[config.mk]
export PLATFORM = sky130hd
export DESIGN_NAME = mux_4to1_rr_arbiter
export DESIGN_NICKNAME = d
export VERILOG_FILES = /design/src/rtl/mux_4to1_rr_arbiter.sv
export SDC_FILE = /design/constraint.sdc
export NUM_CORES = 1
export LEC_CHECK = 0
export ABC_CLOCK_PERIOD_IN_PS = 3150
export BUFFER_PORTS_ARGS = -buffer_cell sky130_fd_sc_hd__clkbuf_2
export CAP_MARGIN = 20
export CORE_MARGIN = 2
export CORE_UTILIZATION = 47
export CTS_CLUSTER_SIZE = 24
export DETAILED_ROUTE_END_ITERATION = 6
export GPL_ROUTABILITY_DRIVEN = 0
export PLACE_DENSITY = 0.81
export SYNTH_ARGS = -nofsm -noshare
export SYNTH_HDL_FRONTEND = slang
export SYNTH_SLANG_ARGS = --single-unit
[constraint.sdc]
create_clock -name clk -period 3.15 [get_ports clk]
set_input_delay 0.315 -clock clk [delete_from_list [all_inputs] [get_ports clk]]
set_output_delay 0.315 -clock clk [all_outputs]
set_load 0.05 [all_outputs]
[src/rtl/mux_4to1_rr_arbiter.sv]
// Round-robin burst arbiter for four valid/ready/last sources onto one registered beat; 1-cycle accept-to-output latency.
// Backpressure: when out_valid is held without out_ready, all in_ready drop and the output register and grant state freeze.
module mux_4to1_rr_arbiter #(
    parameter int WIDTH     = 16,
    parameter int SEL_WIDTH = 2,
    parameter int MAX_BURST = 16
) (
    input  logic                 clk,
    input  logic                 rst,
    input  logic [3:0]           in_valid,
    input  logic [3:0]           in_last,
    input  logic [WIDTH-1:0]     data0,
    input  logic [WIDTH-1:0]     data1,
    input  logic [WIDTH-1:0]     data2,
    input  logic [WIDTH-1:0]     data3,
    output logic [3:0]           in_ready,
    output logic                 out_valid,
    output logic [WIDTH-1:0]     out_data,
    output logic                 out_last,
    output logic [SEL_WIDTH-1:0] out_sel,
    input  logic                 out_ready
);

    localparam int CNT_W = $clog2(MAX_BURST + 1);

    typedef enum logic {
        ST_IDLE,
        ST_BURST
    } state_t;

    typedef struct packed {
        logic                 vld;
        logic                 lst;
        logic [SEL_WIDTH-1:0] sel;
        logic [WIDTH-1:0]     dat;
    } beat_t;

    state_t               state_q, state_d;
    beat_t                beat_q, beat_d;
    logic [SEL_WIDTH-1:0] ptr_q, ptr_d;
    logic [CNT_W-1:0]     beat_cnt_q, beat_cnt_d;

    logic [WIDTH-1:0]     src_dat [4];
    logic                 load;
    logic                 win_found;
    logic [SEL_WIDTH-1:0] win_idx;
    logic                 acc;
    logic [SEL_WIDTH-1:0] acc_idx;
    logic [CNT_W-1:0]     cnt_next;
    logic                 burst_end;
    logic [3:0]           ready_raw;

    assign src_dat[0] = data0;
    assign src_dat[1] = data1;
    assign src_dat[2] = data2;
    assign src_dat[3] = data3;

    // The output register can take a new beat when empty or being drained this cycle.
    assign load = !beat_q.vld || out_ready;

    // Search ptr+1, ptr+2, ... wrapping mod 4; k=4 lands back on ptr itself.
    always_comb begin
        win_found = 1'b0;
        win_idx   = ptr_q;
        for (int k = 1; k <= 4; k++) begin
            if (!win_found && in_valid[ptr_q + SEL_WIDTH'(k)]) begin
                win_found = 1'b1;
                win_idx   = ptr_q + SEL_WIDTH'(k);
            end
        end
    end

    always_comb begin
        state_d    = state_q;
        ptr_d      = ptr_q;
        beat_cnt_d = beat_cnt_q;
        beat_d     = beat_q;
        ready_raw  = 4'b0000;
        acc        = 1'b0;
        acc_idx    = ptr_q;

        case (state_q)
            ST_IDLE: begin
                if (load && win_found) begin
                    acc     = 1'b1;
                    acc_idx = win_idx;
                end
            end
            ST_BURST: begin
                if (load && in_valid[ptr_q]) begin
                    acc     = 1'b1;
                    acc_idx = ptr_q;
                end
            end
            default: ;
        endcase

        // A fresh grant counts as beat 1, so MAX_BURST==1 ends every burst immediately.
        cnt_next  = (state_q == ST_IDLE) ? CNT_W'(1) : beat_cnt_q + CNT_W'(1);
        burst_end = in_last[acc_idx] || (cnt_next == CNT_W'(MAX_BURST));

        if (acc) begin
            ready_raw[acc_idx] = 1'b1;
            beat_d.vld         = 1'b1;
            beat_d.lst         = burst_end;
            beat_d.sel         = acc_idx;
            beat_d.dat         = src_dat[acc_idx];
            ptr_d              = acc_idx;
            beat_cnt_d         = cnt_next;
            state_d            = burst_end ? ST_IDLE : ST_BURST;
        end else if (load) begin
            // Bubble: the grant (if any) is held, only the output goes empty.
            beat_d.vld = 1'b0;
        end
    end

    assign in_ready  = rst ? 4'b0000 : ready_raw;
    assign out_valid = beat_q.vld;
    assign out_last  = beat_q.lst;
    assign out_sel   = beat_q.sel;
    assign out_data  = beat_q.dat;

    always_ff @(posedge clk or posedge rst) begin
        if (rst) begin
            state_q    <= ST_IDLE;
            beat_q     <= '0;
            ptr_q      <= '1;
            beat_cnt_q <= '0;
        end else begin
            state_q    <= state_d;
            beat_q     <= beat_d;
            ptr_q      <= ptr_d;
            beat_cnt_q <= beat_cnt_d;
        end
    end

endmodule

# --- Word level (Yosys, flattened, before mapping) ---
# Cells that the tools add are included.
totals:
  inputBits: 75
  ff_bits: 28
  output_inout_bits: 24
classes:
  eq_ne: 1
  magnitude_cmp: 7
  n_addsub: 4
  reduce_logical: 13
  n_bitwise: 2
  mux: 34
op_table:
  columns: ["operator", "count"]
  rows:
  - ["$bmux W16 S2", 1]
  - ["$mux W16", 2]
  - ["$lt A2 B3 Y1 const B", 5]
  - ["$mux W1", 15]
  - ["$bmux W1 S2", 5]
  - ["$mux W2", 5]
  - ["$mux W4", 2]
  - ["$logic_and A1 B1 Y1", 6]
  - ["$add A5 B1 Y5 const B", 1]
  - ["$eq A5 B5 Y1 const B", 1]
  - ["$mux W5", 1]
  - ["$add A2 B2 Y2 const B", 2]
  - ["$logic_not A1 Y1", 4]
  - ["$pmux W2 S2", 1]
  - ["$ge A3 B3 Y1 const B", 1]
  - ["$not A2 Y3", 1]
  - ["$add A2 B1 Y2 const B", 1]
  - ["$demux W1 S2", 1]
  - ["$ge A2 B1 Y1 const B", 1]
  - ["$logic_or A1 B1 Y1", 2]
  - ["$pmux W1 S2", 1]
  - ["$reduce_bool A2 Y1", 1]
  - ["$not A1 Y1", 1]

# --- Logic depth before layout (Yosys ltp) ---
logic_depth:
  depth_word: 22
  mapped_depth: 12
  mapped_depth_nobuf: 8

# --- Worst setup path before layout ---
# No wires, ideal clock.
synth_path:
  path_kind: "register to output"
  startpoint: "register ptr_q[0]"
  endpoint: "output in_ready[1]"
  arrival_time_ps: 3261
  stages_incl_launch_ff: 11
  setup_slack_ps: -426
  cell_sequence: "dfstp_2 > buf_6 > mux2i_1 > and3_1 > or4_4 > nor2b_1 > buf_4 > xnor2_1 > buf_4 > buf_2 > nor3_1"
synth_between:
  elab_chain_len: 22
  elab_cells_between_ends: 39
synth_rtl:
  columns: ["element", "line_no", "rtl"]
  rows:
  - ["start: declaration", "40", "logic [SEL_WIDTH-1:0] ptr_q, ptr_d;"]
  - ["start signal: assignment", "132", "ptr_q <= ptr_d;"]
  - ["$add A2 B1 Y2", "66, 68", null]
  - ["$bmux W1 S2", "66", "if (!win_found && in_valid[ptr_q + SEL_WIDTH'(k)]) begin"]
  - ["$mux W1 (implied by the code)", "66", null]
  - ["$mux W1", "66", null]
  - ["$logic_not A1 Y1", "66", null]
  - ["$logic_and A1 B1 Y1", "66", null]
  - ["$mux W1", "66", null]
  - ["$logic_not A1 Y1", "66", null]
  - ["[... 6 more ...]", null, null]
  - ["$mux W2", "84", "if (load && win_found) begin"]
  - ["$pmux W2 S2", "82", "case (state_q)"]
  - ["$lt A2 B3 Y1 (implied by the code) or $ge A2 B1 Y1 (tied branches)", "103", "ready_raw[acc_idx] = 1'b1;"]
  - ["$logic_and A1 B1 Y1 (implied by the code)", "103", null]
  - ["$mux W1 (implied by the code)", "103", null]
  - ["$demux W1 S2", "103", null]
  - ["$mux W4 (*)", "102", "if (acc) begin"]
  - ["$mux W4 (*)", "117", "assign in_ready = rst ? 4'b0000 : ready_raw;"]
  - ["end: declaration", "16", "output logic [3:0] in_ready,"]
# Mark *: on every way between the ends. The rest lies on a longest branch, timed or not. The select of a mux whose other input is x is not followed.

# --- Worst setup path after layout ---
# Same ends and word-level chain as after synthesis.

==> results.json <==
{
  "status": "finished clean",
  "route.detailed.drc": 0,
  "crit_path_top_delay_cell": "dfstp_2",
  "area.growth.synth_to_final_pct": 31.02,
  "clockRootBuffer": "clkbuf_8",
  "cts_max_level": 1,
  "p_sw_share_pct": 55.00,
  "tightestPinTransition_ps": 394.2,
  "grt_pass1_vias": 2288,
  "std_cell_rows": 24,
  "dpl_cell_area_um2": 2720,
  "ys_top_cells_by_area": "dfrtp_1 31%, nand2_1 14%, a21oi_1 12%",
  "synth_edf_count": 0,
  "synth_area_leader_cell": "dfrtp_1",
  "ant_nets": 0,
  "worst-path-max-fanout": 11,
  "fin_skew_ps": 1.302,
  "relSlewSlack_pct": 73.69,
  "yosys_most_used_dff": "dfrtp_1",
  "worstSetupPathType": "reg2out",
  "post_drt_wl_per_cell_um": 14.19,
  "cellLeakagePower_nw": 1.393,
  "yosysMostFrequentCell": "nand2_1",
  "core_area_um2": 4354,
  "fmax_ghz": 0.3346,
  "num_vias": 2375,
  "floorplan.initialDensity_pct": 48.82,
  "total_power_mw": 3.246,
  "synth_nets": 355,
  "cts_tree": "yes",
  "cts_resized": 0,
  "synth.top_cell.area_share_pct": 30.61,
  "cts_setup_buffers": 0,
  "grtUsageTotal_pct": 24.15,
  "yosysSeqAreaShare_pct": 33.08,
  "antenna-diode-count": 0,
  "synth-seq-cells": 28,
  "drt-initial-drc-count": 235,
  "ir_drop_mv": 0.5802,
  "holdBufCountCts": 0,
  "numPortBuffers": 98,
  "dr.pass1.iters": 4,
  "dp_hpwl_um": 4560,
  "worst-path-buf-inv": 2,
  "clk_path_buf_depth": 2,
  "fp.dieW_um": 71.25,
  "p_per_area_nw_per_um2": 1165,
  "gr-total-overflow": 0,
  "grt_pass1_wl_um": 9936,
  "hold_path.class": "in2async",
  "clk_latency_ps": 280,
  "p_seq_share_pct": 20.8,
  "netlist_area_um2": 2126,
  "antenna_found_initial": 0,
  "ios": 99,
  "clkPwrFrac_pct": 7.0,
  "synth-async-reset-ratio_pct": 100.0,
  "switchingPower_mw": 1.785,
  "clkSinkCount": 28,
  "hold_viol": 0,
  "synth_area_per_cell_um2": 7.619,
  "p_int_mw": 1.461,
  "start_kind": "flip-flop",
  "cp_top_family": "simple AND/OR/NAND/NOR gates",
  "drv_slew": 0,
  "synthCells": 279,
  "setup-violations-final": 0,
  "synth_commonest_cells": "78 x nand2_1, 53 x a21oi_1, 26 x dfrtp_1, 18 x mux2i_1, 16 x o32ai_1",
  "cp_data_arrival_time_ps": 2670,
  "cp-end-kind": "primary output",
  "die_area_um2": 5077,
  "finalNetCount": 450,
  "drive_gt1_share_pct": 35.12,
  "path_clk_slew_ps": 100,
  "numCtsBuffers": 3,
  "fin_crit_sh_pct": 94.87,
  "cp_cell_sequence": "mux2i_1, and3_1, or4_4, nor2b_2, xnor2_2, buf_4, nor3_1, clkbuf_2",
  "ys_warn_count": 0,
  "rsz0062_at_grt": "false",
  "post-route-cell-area_um2": 2785,
  "yosysUniqueCellTypes": 42,
  "crit_path_max_incr_delay_ps": 590,
  "wirelength_um": 6031,
  "dp.cells": 421,
  "layout.cells.non_filler": 425,
  "whs_ps": 51.87,
  "combPwrFrac_pct": 72.2,
  "cap_violations": 0,
  "viasPerCell": 5.588,
  "grt_max_degree": 28,
  "cp.required_ps": 2830,
  "fp.dieH_um": 71.25,
  "min_period_ps": 2989
}
[metal layers]
| layer | vias up | global-route usage, % | part of all wire (%) |
|---|---|---|---|
| li1 | 1190 | - | - |
| met1 | 1072 | 30.55 | 44 |
| met2 | 100 | 40.95 | 48 |
| met3 | 13 | 3.938 | 7.0 |
| met4 | 0 | 10.27 | 1.3 |
| met5 | - | 0 | 0 |
[worst reg2reg max path, cell delays in order, from the launching register on]
cell     delay (ps)
dfstp_2         590
buf_6           220
inv_2           190
nor3_1          270
nor4_2           90
nor2b_2         180
buf_4           200
a31o_2          260
or4_1           520
o311a_1         130
[flip-flops by register name (all words and copies together), names as in the netlist]
name / cells
beat_cnt_q: 5
out_data: 16
out_last: 1
out_sel: 2
out_valid: 1
ptr_q: 2
state_q: 1
[area by class of cell]
| type | instances | area, um^2 |
|---|---|---|
| clock buffers | 4 | 55.05 |
| fillers | 356 | 1569 |
| inverters | 6 | 22.52 |
| multi-input cells | 225 | 1335 |
| flip-flops and latches | 28 | 703.2 |
| well taps | 52 | 65.06 |
| repair buffers | 110 | 604.3 |
[power groups by stage]
stage / sequential [mW] / clock [mW] / combinational, mW
final: 0.676 / 0.227 / 2.34
after global routing: 0.697 / 0.250 / 2.55
after CTS: 0.672 / 0.233 / 2.35
after detailed placement: 0.679 / 0 / 2.34
after global placement: 0.674 / 0 / 2.29
after floorplan: 1.10 / 0 / 1.36
[metrics by stage]
step                      setup TNS (ps)  setup slack [ps]  util, %
after floorplan                   -851.5            -425.7        -
after global placement                 0             442.4    61.84
after detailed placement               0             392.8    62.47
after CTS                              0             117.1    63.74
after global routing                   0             40.81    63.97
final                                  0             161.5    63.97
[cell families after synthesis]
group | synth area share, %
mux | 10.59
flops | 33.08
buf+inv | 5.355
simple gates | 25.01
compound gates | 24.96
xor+xnor | 0.4121
fa+ha+maj | 0.5885
[final timing paths]
kind	start	cells past startpoint	slack [ps]	endpoint
max in group asynchronous	rst	3	2660	out_data[5]
min reg2reg	out_sel[1]	2	520	out_sel[1]
min	rst	2	50	out_sel[0]
min in group clk	data1[0]	3	330	out_data[0]
max	ptr_q[0]	8	160	in_ready[1]
max reg2reg	ptr_q[0]	9	390	out_last
[placed cells by master, fill, tap and decap left out, types with 2 or more instances in the layout]
cell type	Yosys	routed
a21oi_1	53	53
and3_1	2	2
nand2b_1	4	4
o32ai_1	16	16
clkbuf_8	0	4
mux2_2	2	2
inv_1	5	5
buf_2	1	2
nor2b_1	3	2
nor3_2	0	2
nor3_1	9	7
a211oi_1	2	2
nand2_1	78	78
nand3_1	3	3
buf_4	2	10
mux2i_1	18	18
dfrtp_1	26	26
and2_1	2	2
nand3b_1	2	2
or3b_2	2	2
dfstp_2	2	2
clkbuf_2	0	96
nor2_1	11	11
No activity file was read; power rests on OpenSTA's default activity.
